**src/rtl/mips_defs.sv**
```systemverilog
// Shared MIPS opcode/funct constants, next-PC branch classes and reset values.
package mips_defs;

    localparam logic [5:0] OP_RTYPE = 6'b000000;
    localparam logic [5:0] OP_BEQ   = 6'b000100;
    localparam logic [5:0] OP_J     = 6'b000010;
    localparam logic [5:0] OP_JAL   = 6'b000011;
    localparam logic [5:0] FUNCT_JR = 6'b001000;

    typedef enum logic [1:0] {
        BR_SEQ = 2'b00,
        BR_BEQ = 2'b01,
        BR_J   = 2'b10,
        BR_JR  = 2'b11
    } br_e;

    localparam logic [31:0] RESET_PC  = 32'h0000_3000;
    localparam logic [31:0] NOP_INSTR = 32'h0000_0000;

endpackage

```
**src/rtl/id_stage_if.sv**
```systemverilog
// IFU <-> decode and write-back signals of the decode stage.
interface id_stage_if;
    import mips_defs::*;

    logic [31:0] if_pc;
    logic [31:0] if_cmd;
    logic        stall;
    logic        flush;
    logic        wb_we;
    logic [4:0]  wb_addr;
    logic [31:0] wb_data;
    logic [31:0] wb_pc;
    logic [15:0] imm16;
    logic [25:0] bits26;
    logic [31:0] ra;
    br_e         branch;
    logic        beqTrue;
    logic [31:0] id_pc;
    logic [31:0] id_cmd;
    logic [31:0] rs_val;
    logic [31:0] rt_val;
    logic [31:0] link_pc;

    // Driver side: IFU plus write-back.
    modport master (
        output if_pc, if_cmd, stall, flush, wb_we, wb_addr, wb_data, wb_pc,
        input  imm16, bits26, ra, branch, beqTrue, id_pc, id_cmd, rs_val, rt_val, link_pc
    );

    modport slave (
        input  if_pc, if_cmd, stall, flush, wb_we, wb_addr, wb_data, wb_pc,
        output imm16, bits26, ra, branch, beqTrue, id_pc, id_cmd, rs_val, rt_val, link_pc
    );
endinterface

```
**src/rtl/grf.sv**
```systemverilog
// 32x32 general register file: two combinational read ports with write-back
// bypass, one write port, $0 hardwired to zero.
module grf (
    input  logic        clk,
    input  logic        reset,
    input  logic [4:0]  ra1,
    input  logic [4:0]  ra2,
    output logic [31:0] rd1,
    output logic [31:0] rd2,
    input  logic        we,
    input  logic [4:0]  wa,
    input  logic [31:0] wd,
    input  logic [31:0] wpc
);
    logic [31:0] regs [32];
    logic        wr_ok;

    assign wr_ok = we && (wa != 5'd0);

    always_ff @(posedge clk) begin
        if (reset) begin
            for (int i = 0; i < 32; i++) regs[i] <= 32'h0;
        end else if (wr_ok) begin
            regs[wa] <= wd;
`ifndef SYNTHESIS
            $display("@%h: $%d <= %h", wpc, wa, wd);
`endif
        end
    end

    // Same-cycle write is forwarded so decode sees the value being retired.
    always_comb begin
        rd1 = 32'h0;
        rd2 = 32'h0;
        if (ra1 != 5'd0) rd1 = (wr_ok && wa == ra1) ? wd : regs[ra1];
        if (ra2 != 5'd0) rd2 = (wr_ok && wa == ra2) ? wd : regs[ra2];
    end

`ifdef SYNTHESIS
    logic unused_wpc;
    assign unused_wpc = ^wpc;
`endif
endmodule

```
**src/rtl/id_stage.sv**
```systemverilog
// Decode stage: IF/ID pipeline register, GRF read with bypass, and next-PC
// class / beq resolution returned to the IFU.
module id_stage
    import mips_defs::*;
#(
    parameter logic [31:0] RESET_PC  = mips_defs::RESET_PC,
    parameter logic [31:0] NOP_INSTR = mips_defs::NOP_INSTR
) (
    input  logic     clk,
    input  logic     reset,
    id_stage_if.slave bus
);
    logic [31:0] id_pc_q;
    logic [31:0] id_cmd_q;
    logic [5:0]  opcode;
    logic [5:0]  funct;
    logic [31:0] rs_v;
    logic [31:0] rt_v;
    br_e         br;

    // Stall outranks flush: the held instruction still has to issue.
    always_ff @(posedge clk) begin
        if (reset) begin
            id_pc_q  <= RESET_PC;
            id_cmd_q <= NOP_INSTR;
        end else if (bus.stall) begin
            id_pc_q  <= id_pc_q;
            id_cmd_q <= id_cmd_q;
        end else if (bus.flush) begin
            id_pc_q  <= RESET_PC;
            id_cmd_q <= NOP_INSTR;
        end else begin
            id_pc_q  <= bus.if_pc;
            id_cmd_q <= bus.if_cmd;
        end
    end

    grf u_grf (
        .clk   (clk),
        .reset (reset),
        .ra1   (id_cmd_q[25:21]),
        .ra2   (id_cmd_q[20:16]),
        .rd1   (rs_v),
        .rd2   (rt_v),
        .we    (bus.wb_we),
        .wa    (bus.wb_addr),
        .wd    (bus.wb_data),
        .wpc   (bus.wb_pc)
    );

    assign opcode = id_cmd_q[31:26];
    assign funct  = id_cmd_q[5:0];

    always_comb begin
        br = BR_SEQ;
        case (opcode)
            OP_BEQ:       br = BR_BEQ;
            OP_J, OP_JAL: br = BR_J;
            OP_RTYPE:     if (funct == FUNCT_JR) br = BR_JR;
            default:      br = BR_SEQ;
        endcase
    end

    assign bus.id_pc   = id_pc_q;
    assign bus.id_cmd  = id_cmd_q;
    assign bus.imm16   = id_cmd_q[15:0];
    assign bus.bits26  = id_cmd_q[25:0];
    assign bus.rs_val  = rs_v;
    assign bus.rt_val  = rt_v;
    assign bus.ra      = rs_v;
    assign bus.beqTrue = (rs_v == rt_v);
    assign bus.branch  = br;
    assign bus.link_pc = id_pc_q + 32'd8;
endmodule
```
**src/flat_wrapper.sv**
```systemverilog
// flat-port wrapper written by rule: the top's interface ports become plain ports
module id_stage_flat import mips_defs::*;
#(
    parameter logic [31:0] RESET_PC  = mips_defs::RESET_PC,
    parameter logic [31:0] NOP_INSTR = mips_defs::NOP_INSTR
)
  (clk, reset, bus_if_pc, bus_if_cmd, bus_stall, bus_flush, bus_wb_we, bus_wb_addr, bus_wb_data, bus_wb_pc, bus_imm16, bus_bits26, bus_ra, bus_branch, bus_beqTrue, bus_id_pc, bus_id_cmd, bus_rs_val, bus_rt_val, bus_link_pc);
  id_stage_if bus_i ();
  input  logic clk;
  input  logic reset;
  input wire logic [$bits(bus_i.if_pc)-1:0] bus_if_pc;
  input wire logic [$bits(bus_i.if_cmd)-1:0] bus_if_cmd;
  input wire logic [$bits(bus_i.stall)-1:0] bus_stall;
  input wire logic [$bits(bus_i.flush)-1:0] bus_flush;
  input wire logic [$bits(bus_i.wb_we)-1:0] bus_wb_we;
  input wire logic [$bits(bus_i.wb_addr)-1:0] bus_wb_addr;
  input wire logic [$bits(bus_i.wb_data)-1:0] bus_wb_data;
  input wire logic [$bits(bus_i.wb_pc)-1:0] bus_wb_pc;
  output wire logic [$bits(bus_i.imm16)-1:0] bus_imm16;
  output wire logic [$bits(bus_i.bits26)-1:0] bus_bits26;
  output wire logic [$bits(bus_i.ra)-1:0] bus_ra;
  output wire logic [$bits(bus_i.branch)-1:0] bus_branch;
  output wire logic [$bits(bus_i.beqTrue)-1:0] bus_beqTrue;
  output wire logic [$bits(bus_i.id_pc)-1:0] bus_id_pc;
  output wire logic [$bits(bus_i.id_cmd)-1:0] bus_id_cmd;
  output wire logic [$bits(bus_i.rs_val)-1:0] bus_rs_val;
  output wire logic [$bits(bus_i.rt_val)-1:0] bus_rt_val;
  output wire logic [$bits(bus_i.link_pc)-1:0] bus_link_pc;
  assign bus_i.if_pc = bus_if_pc;
  assign bus_i.if_cmd = bus_if_cmd;
  assign bus_i.stall = bus_stall;
  assign bus_i.flush = bus_flush;
  assign bus_i.wb_we = bus_wb_we;
  assign bus_i.wb_addr = bus_wb_addr;
  assign bus_i.wb_data = bus_wb_data;
  assign bus_i.wb_pc = bus_wb_pc;
  assign bus_imm16 = bus_i.imm16;
  assign bus_bits26 = bus_i.bits26;
  assign bus_ra = bus_i.ra;
  assign bus_branch = bus_i.branch;
  assign bus_beqTrue = bus_i.beqTrue;
  assign bus_id_pc = bus_i.id_pc;
  assign bus_id_cmd = bus_i.id_cmd;
  assign bus_rs_val = bus_i.rs_val;
  assign bus_rt_val = bus_i.rt_val;
  assign bus_link_pc = bus_i.link_pc;
  id_stage #(.RESET_PC(RESET_PC), .NOP_INSTR(NOP_INSTR)) u_core (.clk(clk), .reset(reset), .bus(bus_i));
endmodule
```
**config.mk**
```make
export PLATFORM = sky130hd
export DESIGN_NAME = id_stage_flat
export DESIGN_NICKNAME = d
export VERILOG_FILES = /design/src/rtl/mips_defs.sv /design/src/rtl/id_stage_if.sv /design/src/rtl/grf.sv /design/src/rtl/id_stage.sv /design/src/flat_wrapper.sv
export SDC_FILE = /design/constraint.sdc
export NUM_CORES = 2
export LEC_CHECK = 0
export BUFFER_PORTS_ARGS = -buffer_cell sky130_fd_sc_hd__buf_4
export CAP_MARGIN = 20
export CORE_MARGIN = 3
export CORE_UTILIZATION = 30
export DETAILED_ROUTE_END_ITERATION = 6
export SLEW_MARGIN = 20
export SYNTH_ARGS = -nofsm -noshare
export SYNTH_HDL_FRONTEND = slang
export SYNTH_SLANG_ARGS = --single-unit
```
**constraint.sdc**
```tcl
create_clock -name clk -period 8.2 [get_ports clk]
set_clock_uncertainty 0.05 [all_clocks]
set_input_delay 0.41 -clock clk [delete_from_list [all_inputs] [get_ports clk]]
set_output_delay 0.41 -clock clk [all_outputs]
set_load 0.005 [all_outputs]
```
Word-level counts from Yosys, hierarchy flattened:

Memory sizes are Yosys's and may differ from the RTL's. A register that Yosys moved wholly into a read port is not among the register bits.
Index checks and enable logic that the tools add are counted.

* bits in registers: 64
* RAM bits: 1024
* bits of input ports: 138
* output and inout bits: 237
* logic and storage cells: 40
* memories kept: 1

* $add $sub $neg: 1
* eq/ne operators: 7
* mux-type cells: 20
* reduce and logical (&&, ||, !) cells: 9

Memory list
* u_core.u_grf.regs: words 32, bits a word 32, read ports 2, clocked after memory_dff 2, wr ports 32, line grf.sv:15 `logic [31:0] regs [32];`

Operators by type and width (number)
* $mux 32: 7
* $add 32x4->32 const B: 1
* $eq 32x32->1: 1
* $reduce_or 32->1: 1
* $mux 5: 5
* $reduce_bool 5->1: 3
* $eq 6x2->1 const B: 2
* $eq 5x5->1: 2
* $eq 6x3->1 const B: 1
* $eq 6x4->1 const B: 1
* $logic_not 6->1: 1
* $mux 1: 6
* $pmux 2 s3: 1
* $logic_and 1x1->1: 3
* $mux 2: 1
* $reduce_or 2->1: 1

Logic depth before layout (Yosys ltp):

* depth after elaboration: 7
* mapped depth: 15
* mapped depth without buffers: 9

Modules after synthesis:

From an unflattened synthesis, not the netlist that was laid out.

* cells, all modules: 4339
* area, all modules: 59345.7 um2

Modules (own cells, without submodules)
* grf: instances 1, cells each 3918, area an instance 55723.4 um2, sequential area each 30749.5 um2
* id_stage: instances 1, cells each 421, area an instance 3622.2 um2, sequential area each 1281.2 um2

Worst setup path before layout:

No wires, ideal clock.

* path kind: input port to output port
* start: input port bus_wb_addr[2]
* end: output port bus_beqTrue
* data arrival time: 3280 ps
* required time: 7740 ps
* setup slack: 4460 ps
* cell stages on the path: 12
* path buffers: 3
* path through: buf_4 or3_4 buf_6 o311ai_4 or2_2 and2_1 clkbuf_1 o41ai_1 o32ai_1 xor2_1 or4b_1 nor4_2

* cells in the longest elaborated chain, start to end: 6
* elaborated cells between the ends (all ways): 11
* classes of those cells: eq/ne: 3; mux: 4; reduce/logical: 4

RTL lines
* start: declaration: line flat_wrapper.sv:16 `input wire logic [$bits(bus_i.wb_addr)-1:0] bus_wb_addr;`
* $reduce_bool 5->1: line grf.sv:18 `assign wr_ok = we && (wa != 5'd0);`
* $logic_and 1x1->1: line grf.sv:18
* $logic_and 1x1->1 *: line grf.sv:36 `if (ra2 != 5'd0) rd2 = (wr_ok && wa == ra2) ? wd : regs[ra2];`
* $mux 32 * (2 in a row): line grf.sv:36
* named net bus_rt_val[25]: line flat_wrapper.sv:27 `output wire logic [$bits(bus_i.rt_val)-1:0] bus_rt_val;`
* $eq 32x32->1 *: line id_stage.sv:71 `assign bus.beqTrue = (rs_v == rt_v);`
* end: declaration: line flat_wrapper.sv:23 `output wire logic [$bits(bus_i.beqTrue)-1:0] bus_beqTrue;`

Mark *: on every way through the listed nets, which the timed path passes. The rest lies on a longest branch.

Worst setup path in the final report:

* start: register u_core.id_cmd_q[22], in the netlist u_core.bus.id_cmd[22]
* end: output port bus_beqTrue

* cells in the longest elaborated chain, start to end: 5
* elaborated cells between the ends (all ways): 6
* classes of those cells: eq/ne: 2; mux: 2; reduce/logical: 2

RTL lines
* start: declaration: line id_stage.sv:14 `logic [31:0] id_cmd_q;`
* start signal: assignment: line id_stage.sv:28 `id_cmd_q <= id_cmd_q;`
* start signal: assignment: line id_stage.sv:34 `id_cmd_q <= bus.if_cmd;`
* $eq 5x5->1: line grf.sv:35 `if (ra1 != 5'd0) rd1 = (wr_ok && wa == ra1) ? wd : regs[ra1];`
* $logic_and 1x1->1: line grf.sv:35
* $mux 32: line grf.sv:35
* $mux 32 *: line grf.sv:35
* $eq 32x32->1 *: line id_stage.sv:71

Every way passes the cells marked *; elsewhere a longest branch is shown, timed or not.

==> impl_metrics.env <==
export IMPL_slew_headroom_pct=18.1
export IMPL_ir_drop_mv=0.175
export IMPL_startpoint_type="register"
export IMPL_htree_levels=3
export IMPL_ios=375
export IMPL_crit_arrival_ns=6.44
export IMPL_cts_sinks=1098
export IMPL_outcome="finished, final reports clean"
export IMPL_first_pass_iters=5
export IMPL_period_share_pct=84.2
export IMPL_die_h_um=453
export IMPL_clk_insertion_delay_late_ns=0.76
export IMPL_setup_viol=0
export IMPL_r2r_start="u_core.bus.id_pc[27]"
export IMPL_final_common_cell="edfxtp_1"
export IMPL_root_buffer="clkbuf_16"
export IMPL_grt_max_degree=85
export IMPL_start_util_pct=30.3
export IMPL_setup_tns_ns=0
export IMPL_min_period_ns=6.90
export IMPL_synth_edf_count=1024
export IMPL_hold_depth=3
export IMPL_final_antenna_net_count=0
export IMPL_reg2reg_to="u_core.bus.id_pc[27]"
export IMPL_drc=0
export IMPL_totalWireLength_um=249000
export IMPL_reg2reg_depth=3
export IMPL_hold_start="bus_if_cmd[22]"
export IMPL_hp_class="input pin to register"
export IMPL_synth_yosys_seq_area_share_pct=53.8
export IMPL_cts_tree="yes"
export IMPL_drv_cap=0
export IMPL_end_kind="output port"
export IMPL_nFillCells=19000
export IMPL_die_w_um=453
export IMPL_numCtsBuffers=121
export IMPL_via_per_inst=5.90
export IMPL_async_flop_share_pct=0
export IMPL_fin_total_pwr_mw=14.1
export IMPL_yosysWarningCount=0
export IMPL_antenna_found_initial=27
export IMPL_drt_iter0_markers=6508
export IMPL_cts_resized=0
export IMPL_syn_avg_cell_area_um2=13.1
export IMPL_gp_congestion=0.879
export IMPL_synth_main_ff_cell="edfxtp_1"
export IMPL_drive_gt1_share_pct=22.4
export IMPL_netlist_instances=4579
export IMPL_rows=163
export IMPL_hold_violations=0
export IMPL_clock_path_buffers=3
export IMPL_layout_common_cells="edfxtp_1 (1024), and2_1 (875), buf_4 (485)"
export IMPL_post_dp_hpwl_um=146000
export IMPL_ys_types=77
export IMPL_timing_fmax_mhz=145
export IMPL_cp_max_fo=8
export IMPL_io_buffers=342
export IMPL_final_core_util_pct=35.2
export IMPL_fin_ws_ns=1.30
export IMPL_dpl_cell_count=7187
export IMPL_p_leak_nw=23.2
export IMPL_grt_pass1_wl_um=342000
export IMPL_critPathKind="register to output port"
export IMPL_drv_slew=0
export IMPL_wire_per_inst_um=33.1
export IMPL_gr_total_overflow=0
export IMPL_coreArea_mm2=0.198
export IMPL_synthToLayoutAreaGrowth_pct=16.4
export IMPL_power_density_mw_per_mm2=202
export IMPL_track_usage_pct=23.6
export IMPL_post_place_ws_ns=1.96
export IMPL_stdcell_count=7517
export IMPL_rsz0062_at_grt="no"
export IMPL_dieArea_mm2=0.205
export IMPL_vias=44400
export IMPL_cp_data_required_time_ns=7.74
export IMPL_grt_pass1_vias=43500
export IMPL_r2r_setup_slack_ns=6.76
export IMPL_nNetsFinal=4898
export IMPL_tightest_slew_ns=1.23
export IMPL_netlist_area_mm2=0.0599
export IMPL_path_clk_slew_ns=0.06
export IMPL_ys_seq_elements=1098
## per-stage QoR
stage                     cell area, um^2  hold slack (ns)
after floorplan                     60000            0.477
after global placement              64700            0.475
after detailed placement            64800            0.486
after CTS                           69700           0.0533
after global routing                69700            0.101
final                               69700            0.105
## worst max path at each step
| stage | from | to | slack (ns) | cells past startpoint |
|---|---|---|---|---|
| after global routing | u_core.bus.id_cmd[22] | bus_beqTrue | 1.33 | 10 |
| after detailed placement | u_core.bus.id_cmd[22] | bus_beqTrue | 1.96 | 11 |
| after global placement | u_core.bus.id_cmd[22] | bus_beqTrue | 1.96 | 11 |
| after CTS | u_core.bus.id_cmd[22] | bus_beqTrue | 1.13 | 11 |
| final | u_core.bus.id_cmd[22] | bus_beqTrue | 1.30 | 11 |
| after floorplan | bus_wb_addr[2] | bus_beqTrue | 4.46 | 12 |
## logic make-up (layout without fill, tap and decap cells)
family | count (synthesis) | in the layout | synth area share (%)
AOI/OAI and AO/OA | 637 | 637 | 8.00
xor gates and xnor gates | 61 | 61 | 0.892
adders and majority gates | 1 | 1 | 0.0209
buffers and inverters | 582 | 836 | 4.75
DFF | 1098 | 1098 | 53.8
muxes | 752 | 752 | 18.7
other | 1 | 45 | 0.00626
and+or+nand+nor | 1447 | 1447 | 13.8
## area by class of cell
cell class	count	area [um^2]	share of cell area [%]
clock inverter	78	753	1.08
sequential	1098	32300	46.3
clock buffer	150	3270	4.69
tap	2640	3300	4.74
inverter	21	82.6	0.118
antenna	13	32.5	0.0467
multi-input combinational	2930	25200	36.2
timing repair buffer	587	4770	6.84
## repair_timing
item                                   in CTS  in global routing
endpoints found under the hold margin      73                  0
hold buffers                               89                  0
setup buffers                               0                  0
## synthesized netlist by cell type, drive strengths merged, types with 13 or more instances
cell	instances	area, um^2
nand4	13	81.3
a211oi	29	228
nand2b	21	131
nor2	150	563
nor4	16	106
o21ai	96	480
a21oi	75	379
a221oi	156	1370
mux2i	452	4520
nand2	77	289
buf	238	1550
a211o	13	114
mux4	291	6550
nand3	36	180
xnor2	36	315
a31oi	14	87.6
inv	21	78.8
o22ai	16	100
edfxtp	1024	30700
a221o	48	480
clkbuf	323	1210
nor3	173	866
a22oi	119	893
xor2	25	219
and2	878	5500
dfxtp	74	1480
or2	41	257
## sequential cells by signal (all words and copies together), names as in the netlist, named ones only
signal,flops
u_core.bus.id_pc,32
u_core.u_grf.regs,1024
u_core.bus.id_cmd,32
## metal layers
metal  share of wire (%)  routed length [um]  global-route usage (%)  vias up
met5                   0                   0                       0        -
met4                 7.4               18300                    15.4        0
met3                  12               29600                    6.15      763
met2                  45              111000                    36.3     3350
met1                  36               89300                    29.3    22500
li1                    -                   -                       -    17800
## where the power goes
group / internal [mW] / switching [mW]
clock network: 3.25 / 2.39
registers: 6.42 / 0.195
logic: 0.694 / 1.16
## critical path: stages (launching register included)
cell and delay, ns:
dfxtp_1 0.36, or4_1 0.55, nor2_2 0.65, a21o_1 0.70, buf_4 0.39, nor4_1 0.09, a2111o_1 0.49, xor2_1 0.28
nor4_1 0.82, o2111ai_1 0.40, nor4_2 0.70, buf_4 0.23
Power figures use the tool's default switching activity.
